===== config.mk =====
export PLATFORM = sky130hd
export DESIGN_NAME = ppu_frame_writer
export DESIGN_NICKNAME = d
export VERILOG_FILES = /design/src/rtl/ppu_frame_writer.sv
export SDC_FILE = /design/constraint.sdc
export NUM_CORES = 1
export LEC_CHECK = 0
export ABC_AREA = 1
export CAP_MARGIN = 0
export CELL_PAD_IN_SITES_DETAIL_PLACEMENT = 0
export CELL_PAD_IN_SITES_GLOBAL_PLACEMENT = 1
export CORE_MARGIN = 2
export CORE_UTILIZATION = 42
export CTS_CLUSTER_SIZE = 40
export DETAILED_ROUTE_END_ITERATION = 7
export PLACE_DENSITY_LB_ADDON = 0.1
export REMOVE_ABC_BUFFERS = 1
export SYNTH_ARGS = -nofsm -noshare
export SYNTH_HDL_FRONTEND = slang
export SYNTH_SLANG_ARGS = --single-unit

===== constraint.sdc =====
create_clock -name clk -period 3.7 [get_ports clk]
set_input_delay 0.555 -clock clk [delete_from_list [all_inputs] [get_ports clk]]
set_output_delay 0.555 -clock clk [all_outputs]
set_load 0.1 [all_outputs]

===== src/rtl/ppu_frame_writer.sv =====
// ppu_frame_writer: palette-maps PPU pixels, packs 4 shades per byte, writes a double-buffered framebuffer
// Ports:
//   clk, rst             clock, asynchronous active-high reset
//   lcd_en               LCDC[7]; low aborts the frame in progress
//   ppu_mode, px_in,     PPU mode (0 HBLANK, 1 VBLANK, 2 SCAN, 3 DRAW), colour index,
//   px_valid             and its valid strobe
//   bgp, err_clr         palette, sticky-error clear pulse
//   fb_we/addr/wdata     framebuffer byte write port (leftmost pixel in [7:6])
//   disp_bank            bank holding the last completed frame
//   frame_done           one-cycle pulse on a completed frame hand-over
//   err                  sticky {short frame, short line, pixel overflow}
module ppu_frame_writer #(
    parameter int WIDTH   = 160,
    parameter int HEIGHT  = 144,
    parameter int BANK_SZ = WIDTH * HEIGHT / 4
) (
    input  logic        clk,
    input  logic        rst,
    input  logic        lcd_en,
    input  logic [1:0]  ppu_mode,
    input  logic [1:0]  px_in,
    input  logic        px_valid,
    input  logic [7:0]  bgp,
    input  logic        err_clr,
    output logic        fb_we,
    output logic [13:0] fb_addr,
    output logic [7:0]  fb_wdata,
    output logic        disp_bank,
    output logic        frame_done,
    output logic [2:0]  err
);
    localparam logic [7:0]  W    = 8'(WIDTH);
    localparam logic [7:0]  H    = 8'(HEIGHT);
    localparam logic [13:0] ROW  = 14'(WIDTH / 4);
    localparam logic [13:0] BANK = 14'(BANK_SZ);

    typedef enum logic [1:0] {WAIT_FRAME, DRAW_LINE, LINE_GAP} state_t;

    state_t      state, state_n;
    logic [1:0]  mode_q;
    logic [7:0]  x, y, pack;
    logic        wr_bank;
    logic        pend_v;
    logic [13:0] pend_addr;
    logic [7:0]  pend_data;

    logic        line_end, frame_end, accept, ovf, pix_wr, flush;
    logic [1:0]  shade, pad;
    logic [7:0]  x_a, pack_a, flush_data;
    logic [13:0] row_base, pix_addr, flush_addr;
    logic [2:0]  err_set;

    always_comb begin
        line_end   = lcd_en && state == DRAW_LINE && mode_q == 2'd3 && ppu_mode == 2'd0;
        frame_end  = lcd_en && state != WAIT_FRAME && mode_q != 2'd1 && ppu_mode == 2'd1;
        accept     = lcd_en && px_valid && state == DRAW_LINE && x < W && y < H;
        ovf        = lcd_en && px_valid && state == DRAW_LINE && x == W;
        shade      = bgp[{px_in, 1'b0} +: 2];
        x_a        = accept ? x + 8'd1 : x;
        pack_a     = accept ? {pack[5:0], shade} : pack;
        pix_wr     = accept && x[1:0] == 2'd3;
        // a pixel arriving with the line-end edge is packed first, so the flush sees x_a
        flush      = line_end && x_a[1:0] != 2'd0;
        pad        = 2'd0 - x_a[1:0];
        flush_data = pack_a << {pad, 1'b0};
        row_base   = (wr_bank ? BANK : 14'd0) + 14'(y) * ROW;
        pix_addr   = row_base + 14'(x[7:2]);
        flush_addr = row_base + 14'(x_a[7:2]);
        err_set    = {frame_end && y != H, line_end && x_a != W, ovf};
        state_n    = (!lcd_en || frame_end) ? WAIT_FRAME :
                     line_end ? LINE_GAP :
                     (state != DRAW_LINE && ppu_mode == 2'd3) ? DRAW_LINE : state;
    end

    always_ff @(posedge clk or posedge rst) begin
        if (rst) begin
            state      <= WAIT_FRAME;
            mode_q     <= 2'd0;
            x          <= 8'd0;
            y          <= 8'd0;
            pack       <= 8'd0;
            wr_bank    <= 1'b0;
            pend_v     <= 1'b0;
            pend_addr  <= 14'd0;
            pend_data  <= 8'd0;
            fb_we      <= 1'b0;
            fb_addr    <= 14'd0;
            fb_wdata   <= 8'd0;
            disp_bank  <= 1'b0;
            frame_done <= 1'b0;
            err        <= 3'd0;
        end else begin
            state      <= state_n;
            mode_q     <= ppu_mode;
            err        <= (err & {3{~err_clr}}) | err_set;
            frame_done <= frame_end && y == H;
            fb_we      <= lcd_en && (pix_wr || flush || pend_v);
            // one write per cycle: the 4th-pixel byte wins, a coincident flush waits one cycle
            pend_v     <= pix_wr && flush;
            if (pix_wr || flush || pend_v) begin
                fb_addr  <= pix_wr ? pix_addr : flush ? flush_addr : pend_addr;
                fb_wdata <= pix_wr ? pack_a : flush ? flush_data : pend_data;
            end
            if (flush) begin
                pend_addr <= flush_addr;
                pend_data <= flush_data;
            end
            if (!lcd_en) begin
                x      <= 8'd0;
                y      <= 8'd0;
                pack   <= 8'd0;
                pend_v <= 1'b0;
            end else if (frame_end) begin
                x    <= 8'd0;
                y    <= 8'd0;
                pack <= 8'd0;
                if (y == H) begin
                    disp_bank <= wr_bank;
                    wr_bank   <= ~wr_bank;
                end
            end else if (line_end) begin
                x    <= 8'd0;
                y    <= (y == H) ? y : y + 8'd1;
                pack <= 8'd0;
            end else begin
                x    <= x_a;
                pack <= pack_a;
            end
        end
    end
endmodule


After elaboration in Yosys (flattened, before gate mapping)
Index checks and enable logic that the tools add are counted.

operators by class
  $add $sub $neg = 6
  multipliers = 1
  $lt $le $gt $ge = 2
  equal/unequal tests = 13
  shift-type cells = 2
  multiplexer cells = 21
  bitwise operators = 4
  reductions and logical operators = 29

operator list
  kind                                                  count
  2-to-1 mux 8 bit                                      14
  adder 14 x 6 -> 14 bit                                2
  2-to-1 mux 14 bit                                     2
  logical AND 1 bit                                     19
  adder 8 x 1 -> 8 bit (second input constant)          2
  equality test 8 bit (second input constant)           2
  less-than comparator 8 bit (second input constant)    2
  != test 8 bit (second input constant)                 2
  adder 13 x 14 -> 14 bit                               1
  2-to-1 mux 13 bit                                     1
  multiplier 8 x 3 -> 11 bit (second input constant)    1
  indexed part select 8 x 4 -> 2 bit                    1
  left shift 8 x 3 -> 8 bit                             1
  equality test 2 bit (second input constant)           3
  2-to-1 mux 2 bit                                      3
  equality test 2 x 1 -> 1 bit (second input constant)  2
  != test 2 x 1 -> 1 bit (second input constant)        2
  nonzero test 2 bit                                    2
  AND 3 bit                                             1
  logical OR 1 bit                                      3
  != test 3 x 1 -> 1 bit (second input constant)        1
  != test 3 bit (second input constant)                 1
  bitwise OR 3 bit                                      1
  AND reduction 3 bit                                   1
  7 further kinds                                       8

word-level totals
  bits in registers = 80
  input bits = 17
  output and inout bits = 28
  word-level logic and storage cells = 93

Logic depth before layout (Yosys ltp)
  word-level depth = 10
  depth in mapped cells = 26
  depth with buffers taken out = 25

Worst setup path before layout
No wires, ideal clock.

  path kind = input-to-reg
  start = in lcd_en
  end = reg fb_addr[11]
  setup time = 0.127 ns
  arrival time = 3.063 ns
  data required time = 3.573 ns
  setup slack = 0.510 ns
  cell stages on the path = 23
  buffers on the path = 1
  cell sequence = inv_2 nor2_4 nand2_2 nor2_4 nand2_8 buf_8 nor3_2 nand2_1 xor2_1 inv_2 ha_1 fa_1 a21oi_1 nor2_1 inv_1 nor2_1 inv_1 nor2_1 xnor2_1 o21ai_0 inv_1 nand2_1 nand3_1

between the ends
  longest elaborated chain between the ends = 9
  elaborated cells between the ends (all ways) = 16
  those cells by class = 1 x add/sub; 3 x mux; 12 x reduce/logical

ends and longest elaborated chain
  item                                                                            line  RTL
  from (decl)                                                                     19    input logic lcd_en,
  parallel branches: the longest is 9 deep, another holds adder 14 x 6 -> 14 bit  -
  to (signal assigned)                                                            101   fb_addr <= pix_wr ? pix_addr : flush ? flush_addr : pend_addr;
  to (decl)                                                                       26    output logic [13:0] fb_addr,

Several ways; the timed one is not identified.
A chain may end at the register's enable or synchronous reset.

Worst setup path after layout
  start = reg y[3]
  end = reg fb_addr[13]

between the ends
  longest elaborated chain between the ends = 7
  elaborated cells between the ends (all ways) = 14
  those cells by class = 3 x add/sub; 1 x mul; 1 x order compare; 3 x mux; 6 x reduce/logical

ends and longest elaborated chain
  item                                                                             line  RTL
  from (decl)                                                                      41    logic [7:0] x, y, pack;
  from (signal assigned)                                                           123   y <= (y == H) ? y : y + 8'd1;
  parallel branches: the longest is 7 deep, another holds adder 13 x 14 -> 14 bit  -

Several ways; the timed one is not identified.

==> run metrics <==
outcome complete, no violations; vias around 4200; Synth Instances slightly above 600; Die H roughly 110 µm; Bufs on Longest Clock Path 2; Nets between 700 and 800; final core utilization a little over half; top-area cell type share of the netlist area around two fifths; Post-Place Worst Slack -23.5 ps; Seq/Total Area, Yosys 41.4%; port buffer count 44; wire per inst 14.1 µm; RR Endpoint fb_addr[13]; logic gate share of total power between 10% and 20%; f_max approximately 0.29 GHz; H-tree lvl count 3; M3 GR Usage 3.05%; Top Ports 45; worst setup path endpoint fb_addr[13]; antenna viol nets, final 0; top cell type by total area after synthesis dfrtp_1; die area around 12000 µm²; Sw Pwr 0.000556 W; number of global-route vias before repair about 4200; DIE WIDTH 111 µm; Hold-fix buffers, CTS 0; starting DRC count in detailed routing 212; FP Rows 39; PnR worst setup slack roughly 270 ps; Worst Path Max Fanout 4; clock share of power 47.4%; number of distinct library cells after synthesis 43; Clock Sinks 80; Clock Latency Late Sink 340 ps; Worst Setup SP y[3]; Internal Pwr Total 0.00166 W; Data arrival, critical path ~3700 ps; largest net degree at the start of global routing 41; routed vias/inst 5.08; critical register-to-register path startpoint y[3]; Final period util 92.6%; Flop pwr share roughly two fifths; PD cells 376 nW/µm²; Static Leak between 3 and 4 nW; Initial Util roughly 43%; Synth area leaders dfrtp_1, nand2_1, ha_1; first-pass GRT wire length approximately 20000 µm; max-cap violation count 0; cell area after layout a little under 6000 µm²; R2R depth 19; First-pass DRT Iterations 5; Worst Path Required roughly 4000 ps; Crit path largest cell delay roughly 400 ps; crit path time final roughly 3400 ps; crit path capture type register; Post-Syn Area ~4800 µm²; Main synth FF type dfrtp_1; CTS root buf clkbuf_16; Core ar. 11300 µm²; M1 GR Usage ~28%; Max Slew Vio Count 0; R2R setup slack roughly 270 ps; EDFF count, synth 0; Worst-Margin Slew 988 ps; Post-DP HPWL roughly 8700 µm; WHS roughly 480 ps; layout cell share with drive strength beyond 1 a little over a tenth; GR Layer Usage met2 32.6%; Avg Cell Area, Syn between 7 and 8 µm²; crit start category register; Worst slew margin approximately 34%; Post-Route WL roughly 12000 µm; power consumption roughly 0.0022 W; Antenna diodes 0; Seq cells post-synth 80; CP Cell Sequence ha_1 -> ha_1 -> fa_1 -> nand2_1 -> nand2_1 -> a21o_1 -> xnor2_1 -> inv_1 -> ha_1 -> nand3b_1 -> nand2_1 -> nor2_2 -> nand3_1 -> nor2_1 -> nand3_1 -> nand3_1 -> nand2_1 -> nand2_1 -> nand2_1; Syn. warnings 0; Area Overhead vs Synth 22.0%; gr usage total between 20% and 30%; layer with the highest usage met2; Hold Crit Class reg2reg; initial antenna violation count 0; DRC viols 0; worst ir drop on vdd ~260 µV; Most common cell on crit path nand2_1; Sw Ratio between 20% and 30%; GRT Residual Overflow 0; CTS tree done; CTS buffer count 9; ys async rst share 100%; routability cong. 0.826; endpoints failing setup 0; Hold Vio Cnt, Final 0; CP Class reg2reg; Final Skew between 4 and 5 ps; DP Area 5540 µm²; Reg clk slew, reported paths 60 ps; Max stage delay cell, worst path dfrtp_1
==> cells by family (layout without fill, tap and decap cells) <==
kind of cell	Yosys count	after routing	share of synthesized area (%)
mux	1	1	0.233
buf+inv	97	167	8.09
flops	80	80	41.4
simple gates	301	301	27.5
compound gates	87	87	10.4
fa+ha+maj	31	31	8.48
xor+xnor	18	18	3.96
==> power by group through the flow <==
stage / clock, W / combinational (W) / sequential [W]
after floorplan: 0 / 0.0000865 / 0.00102
after global placement: 0 / 0.000257 / 0.000926
after detailed placement: 0 / 0.000259 / 0.000927
after CTS: 0.00108 / 0.000260 / 0.000911
after global routing: 0.00111 / 0.000278 / 0.000913
final: 0.00105 / 0.000256 / 0.000910
==> Yosys cell counts (all sizes together), types with 2 or more instances <==
master / instances
o21ai: 47
xor2: 14
fa: 3
ha: 28
buf: 10
or2: 2
nand2: 163
o21a: 2
nand4: 6
a31oi: 4
dfrtp: 80
nand3: 41
o211ai: 2
xnor2: 4
o22ai: 7
o221ai: 2
nor4: 2
nor2: 73
inv: 86
a21oi: 22
nor3: 11
==> critical path: cells and delay by family (launching register included) <==
family / cells / cell delay [ps]
DFF: 1 / 400
adders and majority gates: 4 / 1230
xor gates and xnor gates: 1 / 160
buffers and inverters: 1 / 60
and+or+nand+nor: 12 / 1280
AOI/OAI and AO/OA: 1 / 180
==> sequential cells by signal (all words and copies together), names as in the netlist <==
| register | count |
|---|---|
| disp_bank | 1 |
| err | 3 |
| fb_addr | 14 |
| fb_wdata | 8 |
| fb_we | 1 |
| frame_done | 1 |
| mode_q | 2 |
| pack | 8 |
| pend_addr | 14 |
| pend_data | 8 |
| pend_v | 1 |
| state | 2 |
| wr_bank | 1 |
| x | 8 |
| y | 8 |
==> stage by stage <==
stage | std cells | setup TNS [ps]
floorplan | 605 | 0
global placement | 811 | 0
detailed placement | 811 | -23.5
CTS | 827 | 0
global route | 828 | -12.5
finish | 828 | 0
==> layout by cell type, fill, tap and decap left out, drive strengths merged, types with 14 or more instances in the layout <==
cell type and instances:
a21oi 22, buf 20, clkdlybuf4s50 44, dfrtp 80, ha 28, inv 85, nand2 163, nand3 41
nor2 73, o21ai 47, xor2 14
==> per-layer routing <==
metal  routed length, µm  vias up
met5                   0        -
met4                 348        0
met3                 351       26
met2                5340       71
met1                5640     1998
li1                    -     2115
==> repair_timing <==
action,in CTS,in global routing
resized for setup,0,2
setup buffers,0,1
endpoints found under the setup margin,0,2
==> layout make-up <==
type	count	area [µm²]
fill	1116	5420
clock inverter	5	103
tap	143	179
inverter	87	328
timing repair buffer	64	591
multi-input combinational	438	2450
sequential	80	2000
clock buffer	11	253
==> worst min path at each step <==
stage                 startpoint            to  depth (start not counted)
floorplan           pend_addr[4]  pend_addr[4]                          2
global placement    pend_addr[7]  pend_addr[7]                          2
detailed placement  pend_addr[6]  pend_addr[6]                          2
finish              pend_addr[6]  pend_addr[6]                          2
global route        pend_addr[6]  pend_addr[6]                          2
CTS                 pend_data[0]  pend_data[0]                          2
Note: power is estimated with default switching activity, not from simulation.
